==> config.mk <==
export PLATFORM = sky130hd
export DESIGN_NAME = drop_sequencer
export DESIGN_NICKNAME = d
export VERILOG_FILES = /design/src/rtl/drop_sequencer.sv
export SDC_FILE = /design/constraint.sdc
export NUM_CORES = 1
export LEC_CHECK = 0
export ABC_CLOCK_PERIOD_IN_PS = 2500
export BUFFER_PORTS_ARGS = -buffer_cell sky130_fd_sc_hd__buf_2
export CORE_MARGIN = 2
export CORE_UTILIZATION = 57
export CTS_BUF_LIST = sky130_fd_sc_hd__clkbuf_8 sky130_fd_sc_hd__clkbuf_16
export DETAILED_ROUTE_END_ITERATION = 10
export PLACE_DENSITY = 0.81
export REMOVE_ABC_BUFFERS = 1
export SLEW_MARGIN = 40
export SYNTH_ARGS = -nofsm -noshare
export SYNTH_HDL_FRONTEND = slang
export SYNTH_SLANG_ARGS = --single-unit
==> constraint.sdc <==
create_clock -name clk -period 2.5 [get_ports clk]
set_clock_uncertainty 0.05 [all_clocks]
set_input_delay 0.125 -clock clk [delete_from_list [all_inputs] [get_ports clk]]
set_output_delay 0.125 -clock clk [all_outputs]
set_load 0.02 [all_outputs]
==> src/rtl/drop_sequencer.sv <==
// drop_sequencer: hatch drop sequencer FSM.
// Confirms a drop request, opens the hatch, holds it open, closes it,
// then waits a cooldown. Limit-switch supervision with timeout faults.
module drop_sequencer #(
   parameter int CONFIRM_CYCLES  = 4,
   parameter int TRAVEL_CYCLES   = 16,
   parameter int HOLD_CYCLES     = 32,
   parameter int COOLDOWN_CYCLES = 8
) (
   input  logic       clk,
   input  logic       rst_n,
   input  logic       drop_activated,
   input  logic       drop_req,
   input  logic       abort,
   input  logic       open_sw,
   input  logic       closed_sw,
   input  logic       clear_fault,
   output logic       hatch_open_cmd,
   output logic       hatch_close_cmd,
   output logic       busy,
   output logic       done,
   output logic       fault,
   output logic [7:0] drop_count
);

   localparam logic [2:0] S_IDLE     = 3'd0;
   localparam logic [2:0] S_CONFIRM  = 3'd1;
   localparam logic [2:0] S_OPENING  = 3'd2;
   localparam logic [2:0] S_HOLD     = 3'd3;
   localparam logic [2:0] S_CLOSING  = 3'd4;
   localparam logic [2:0] S_COOLDOWN = 3'd5;
   localparam logic [2:0] S_FAULT    = 3'd6;

   // Terminal counts, pre-sized to the counter width.
   localparam logic [15:0] CONF_LAST   = 16'(CONFIRM_CYCLES - 1);
   localparam logic [15:0] TRAVEL_LAST = 16'(TRAVEL_CYCLES - 1);
   localparam logic [15:0] HOLD_LAST   = 16'(HOLD_CYCLES - 1);
   localparam logic [15:0] COOL_LAST   = 16'(COOLDOWN_CYCLES - 1);

   logic [2:0]  state, state_nxt;
   logic [15:0] cnt;

   // Next-state selection; abort and switches take priority over timeouts.
   always_comb begin
      state_nxt = state;
      case (state)
         S_IDLE:
            if (drop_req && drop_activated) state_nxt = S_CONFIRM;
         S_CONFIRM:
            if (!drop_req || !drop_activated || abort) state_nxt = S_IDLE;
            else if (cnt == CONF_LAST)                 state_nxt = S_OPENING;
         S_OPENING:
            if (abort)                     state_nxt = S_CLOSING;
            else if (open_sw)              state_nxt = S_HOLD;
            else if (cnt == TRAVEL_LAST)   state_nxt = S_FAULT;
         S_HOLD:
            if (abort || cnt == HOLD_LAST) state_nxt = S_CLOSING;
         S_CLOSING:
            if (closed_sw)                 state_nxt = S_COOLDOWN;
            else if (cnt == TRAVEL_LAST)   state_nxt = S_FAULT;
         S_COOLDOWN:
            if (cnt == COOL_LAST)          state_nxt = S_IDLE;
         S_FAULT:
            if (clear_fault && closed_sw)  state_nxt = S_IDLE;
         default:                          state_nxt = S_IDLE;
      endcase
   end

   // State register and per-state cycle counter (cleared on every entry).
   always_ff @(posedge clk or negedge rst_n) begin
      if (!rst_n) begin
         state <= S_IDLE;
         cnt   <= '0;
      end else begin
         state <= state_nxt;
         cnt   <= (state_nxt != state) ? 16'd0 : cnt + 16'd1;
      end
   end

   // Completed-drop counter; counts each closed-hatch confirmation, wraps at 256.
   always_ff @(posedge clk or negedge rst_n) begin
      if (!rst_n)
         drop_count <= '0;
      else if (state == S_CLOSING && state_nxt == S_COOLDOWN)
         drop_count <= drop_count + 8'd1;
   end

   // Moore output decode from registered state only.
   always_comb begin
      hatch_open_cmd  = (state == S_OPENING);
      hatch_close_cmd = (state == S_CLOSING) || (state == S_FAULT);
      busy            = (state != S_IDLE);
      done            = (state == S_COOLDOWN) && (cnt == 16'd0);
      fault           = (state == S_FAULT);
   end

endmodule
# [After elaboration in Yosys (flattened, before gate mapping)]
# Cells that the tools add are included.
[totals] reg_bits=27 in_bits=8 out_inout_bits=13
[classes] addsub=2 eq_ne=12 n_mux=12 n_reduce_logical=13
[ops] cell="2-to-1 mux 3 bit" count=10
[ops] cell="one-hot mux 3 bit (7 select lines)" count=1
[ops] cell="adder 16 x 1 -> 16 bit (second input constant)" count=1
[ops] cell="equality test 16 x 2 -> 1 bit (second input constant)" count=1
[ops] cell="equality test 16 x 3 -> 1 bit (second input constant)" count=1
[ops] cell="equality test 16 x 4 -> 1 bit (second input constant)" count=1
[ops] cell="equality test 16 x 5 -> 1 bit (second input constant)" count=1
[ops] cell="logical NOT 16 bit" count=1
[ops] cell="2-to-1 mux 16 bit" count=1
[ops] cell="equality test 3 bit (second input constant)" count=4
[ops] cell="adder 8 x 1 -> 8 bit (second input constant)" count=1
[ops] cell="equality test 3 x 2 -> 1 bit (second input constant)" count=2
[ops] cell="logical AND 1 bit" count=4
[ops] cell="logical OR 1 bit" count=4
[ops] cell="equality test 3 x 1 -> 1 bit (second input constant)" count=1
[ops] cell="logical NOT 3 bit" count=1
[ops] cell="inequality test 3 bit" count=1
[ops] cell="nonzero test 3 bit" count=1
[ops] cell="logical NOT 1 bit" count=2

# [Logic depth before layout (Yosys ltp)]
[logic_depth] ltp_word=7 ltp_mapped=7

# [Worst setup path after synthesis]
# OpenSTA, ideal clock, no wires.
[synth_timing] kind="reg-to-reg" from="register cnt[0]" to="register cnt[3]" setup_time_ps=122 t_arrival_ps=1935 path_slack_ps=394 stages_incl_launch_ff=7 n_path_buf=0 period_less_slack_ps=2106 path_cell_list="dfrtp_1 > ha_1 > and4_1 > and4_2 > o211a_1 > a211o_1 > a2111oi_1"
[synth_via] elab_chain_cells=7 word_cells_on_any_way=17 cone_classes="1 x add/sub; 5 x eq/ne; 10 x mux; 1 x reduce/logical"
[synth_rtl] element="from (decl)" line_no="41" rtl="logic [15:0] cnt;"
[synth_rtl] element="from (signal assigned)" line_no="76" rtl="cnt <= (state_nxt != state) ? 16'd0 : cnt + 16'd1;"
[synth_rtl] element="equality test 16 x 4 -> 1 bit" line_no="55, 60"
[synth_rtl] element="2-to-1 mux 3 bit" line_no="55, 60"
[synth_rtl] element="2-to-1 mux 3 bit" line_no="54" rtl="else if (open_sw) state_nxt = S_HOLD;"
[synth_rtl] element="2-to-1 mux 3 bit" line_no="53" rtl="if (abort) state_nxt = S_CLOSING;"
[synth_rtl] element="one-hot mux 3 bit (7 select lines)" line_no="46" rtl="case (state)"
[synth_rtl] element="inequality test 3 bit" line_no="76"
[synth_rtl] element="2-to-1 mux 16 bit (*)" line_no="76"
# Mark *: on every way between the ends. The rest lies on a longest branch, timed or not.
# A chain may end at the register's enable or synchronous reset.

# [Final worst setup path]
[layout_timing] from="register cnt[0]" to="register cnt[1]"
# Same word-level chain as after synthesis.

==> run_results.csv <==
group,metric,value,unit
sta,finalSetupTns,0,ns
cells_and_area,area_delta_synth_final,16.5,%
grt,grt_max_degree,28,
synth,syn_area_per_cell,9.88,um^2
clock_tree,cts_tree,"built",
worst_setup_path,required,2.60,ns
power,p_leak,0.000861,uW
grt,grt_overflow,0,
synth,ys_ff_latch,27,
grt,first_global_vias,1354,
hold_path,hp-start,"abort",
sta,timing.final.crit_share,97.9,%
status,status,"completed",
clock_tree,clockBufferDepth,2,
worst_setup_path,reg2reg_setup_slack,0.05,ns
hold_path,hold_path_end,"state[2]",
synth,syn-cell-area,1610,um^2
grt,antenna_found_initial,0,
place,hpwl,2650,um
synth,synth_edf_count,0,
cells_and_area,fin_area,1880,um^2
cells_and_area,diodes,0,
sta,drv_slew,0,
clock_tree,cts-buffers-inserted,3,
clock_tree,clock_latency,0.27,ns
power,ir_worst_vdd,0.645,mV
worst_setup_path,critPathMaxFanout,16,
synth,yosysUniqueCellTypes,43,
route,drt_iter0_markers,81,
die,core.rowCount,19,
place,placed_cell_area,1770,um^2
sta,slew_headroom,53.7,%
flow_run,maxCapViolCount,0,
die,die_x,57.2,um
power,internal_power,877,uW
die,die_y,57.2,um
grt,grt_pass1_wl,5960,um
die,pin_count,21,
power,power-per-cell-area,781,nW/um^2
worst_setup_path,end_kind,"flop",
synth,synth_ff_type,"dfrtp_1",
route,drcViolationCount,0,
synth,yosysSeqAreaShare,42.0,%
synth,yosys_warnings,0,
synth,synth-async-reset-ratio,100,%
hold_path,whs_path_depth,4,
worst_setup_path,worst_setup_path_start_kind,"flop",
power,swShare,40.2,%
hold_path,hp-class,"in2reg",
sta,period_minus_slack,2.45,ns
clock_tree,clk_pin_slew_worst_paths,0.09,ns
worst_setup_path,r2r_end,"cnt[1]",
place,gp_congestion,0.880,
clock_tree,h-tree-depth,1,
route,ant_nets,0,
route,vias,1374,
die,design.core.area,2710,um^2
power,switchingPower,589,uW
route,viasPerCell,6.22,
sta,setup_violations,0,
cells_and_area,num-fill-cells,193,
power,pwr-share-seq,40.6,%
route,routedWlPerCell,16.3,um
clock_tree,cts_root_buffer,"clkbuf_8",
clock_tree,cts.sinks,27,
cells_and_area,utilization,69.2,%
power,power_frac_comb,42.9,%
worst_setup_path,reg2reg_depth,8,
die,start_util,59.4,%
route,routed_wl,3600,um
cells_and_area,nets,202,
worst_setup_path,crit_arrival,2.55,ns
synth,synthCells,163,
sta,max_clock_freq,409,MHz
sta,finalHoldViolations,0,
cells_and_area,drive_gt1_share,22.1,%
place,io_buffer_count,20,
power,clockPowerShare,16.6,%
sta,worst_pin_slew,0.694,ns
worst_setup_path,path_class,"reg2reg",
sta,fin_hold_ws,0.260,ns
route,firstDrtPassIters,4,
grt,globalRouteTotalUtil,23.4,%
worst_setup_path,r2r-start,"cnt[0]",
die,die-area,3270,um^2
repair_timing:
item | 4_1_cts | 5_1_grt
endpoints found under the setup margin | 4 | 4
cloned | 0 | 0
resized for setup | 1 | 1
pin swaps | 0 | 2
buffers inserted | 0 | 3
endpoints found under the hold margin | 27 | 0
hold buffers | 1 | 0
layout by cell type (no fill, tap or decap), types with 2 or more instances in the layout:
cell	netlist	layout
a21oi_1	4	4
and3b_1	2	2
clkbuf_8	0	3
or3_1	2	2
and2_1	3	3
inv_1	6	7
dfrtp_1	27	27
nor4bb_1	3	3
buf_4	2	9
nor3_1	16	16
a2111oi_1	4	4
nor2b_1	5	5
xor2_1	9	9
nor2_1	6	6
o211ai_1	4	4
and4_2	2	2
a31oi_1	2	2
nand2_1	10	10
ha_1	3	2
buf_2	1	20
nand3_1	4	4
nor4_1	2	2
nand4_1	4	4
xnor2_1	12	12
and3_1	7	7
and4_1	2	2
through the flow:
stage               worst slack [ns]  total power, uW  instances
finish                        0.0523             1470        221
global route                 -0.0350             1550        221
CTS                           0.0930             1430        218
detailed placement           -0.0520             1180        213
global placement              0.0609             1130        213
floorplan                      0.361              953        155
cells in the mapped netlist (2+ instances only):
master,number,area share (%)
nor4_1,2,0.78
and4_1,2,1.1
nor2_1,6,1.4
a2111oi_1,4,2.5
nand3_1,4,1.2
nor4bb_1,3,1.9
ha_1,3,2.3
nor2b_1,5,1.9
o211ai_1,4,1.9
and4_2,2,1.2
inv_1,6,1.4
clkbuf_1,4,0.93
xnor2_1,12,6.5
nand2_1,10,2.3
dfrtp_1,27,42
buf_4,2,0.93
a31oi_1,2,0.78
and3_1,7,2.7
and3b_1,2,1.1
nand4_1,4,1.6
or3_1,2,0.78
a21oi_1,4,1.2
xor2_1,9,4.9
nor3_1,16,5.0
and2_1,3,1.2
state kept, by name (all words and copies together), names as in the netlist:
signal and count:
state 3, cnt 16, drop_count 8
worst max-delay path by stage:
stage | slack [ns] | endpoint | start
after CTS | 0.09 | cnt[1] | cnt[0]
after global routing | -0.04 | cnt[0] | cnt[0]
after global placement | 0.06 | cnt[3] | cnt[0]
after detailed placement | -0.05 | cnt[1] | cnt[0]
after floorplan | 0.36 | cnt[10] | state[1]
final | 0.05 | cnt[1] | cnt[0]
per-layer routing:
metal / global-route usage (%) / up-vias / share of wire, %
li1: - / 648 / -
met1: 30.2 / 666 / 43
met2: 39.1 / 53 / 50
met3: 3.85 / 7 / 5.1
met4: 9.63 / 0 / 1.5
met5: 0 / - / 0
logic make-up after synthesis:
group / share of synthesized area (%)
AND/OR/NAND/NOR: 26.8
flip-flops: 42.0
AO/OA/AOI/OAI: 12.5
XOR/XNOR: 11.4
buffers and inverters: 4.27
adder cells (fa/ha/maj): 2.33
multiplexers: 0.699
layout make-up:
type	instances	area [um^2]	area share, %
clock buffer	3	41.3	2.20
clock inverter	1	3.75	0.200
inverter	6	22.5	1.20
timing repair buffer	31	198	10.5
multi-input combinational	122	896	47.8
sequential	27	676	36.0
tap	31	38.8	2.07
power by group through the flow:
| stage | combinational, uW | clock [uW] | sequential (uW) |
|---|---|---|---|
| floorplan | 314 | 0 | 639 |
| global placement | 539 | 0 | 595 |
| detailed placement | 581 | 0 | 601 |
| CTS | 588 | 248 | 592 |
| global route | 677 | 264 | 606 |
| finish | 628 | 243 | 595 |
critical path: stages (launching register included):
cell	delay [ns]
dfrtp_1	0.43
ha_2	0.25
and4_1	0.24
and4_2	0.28
nor4_4	0.28
buf_4	0.17
a211oi_4	0.05
buf_12	0.17
a2111oi_1	0.38
Power figures use the tool's default switching activity.
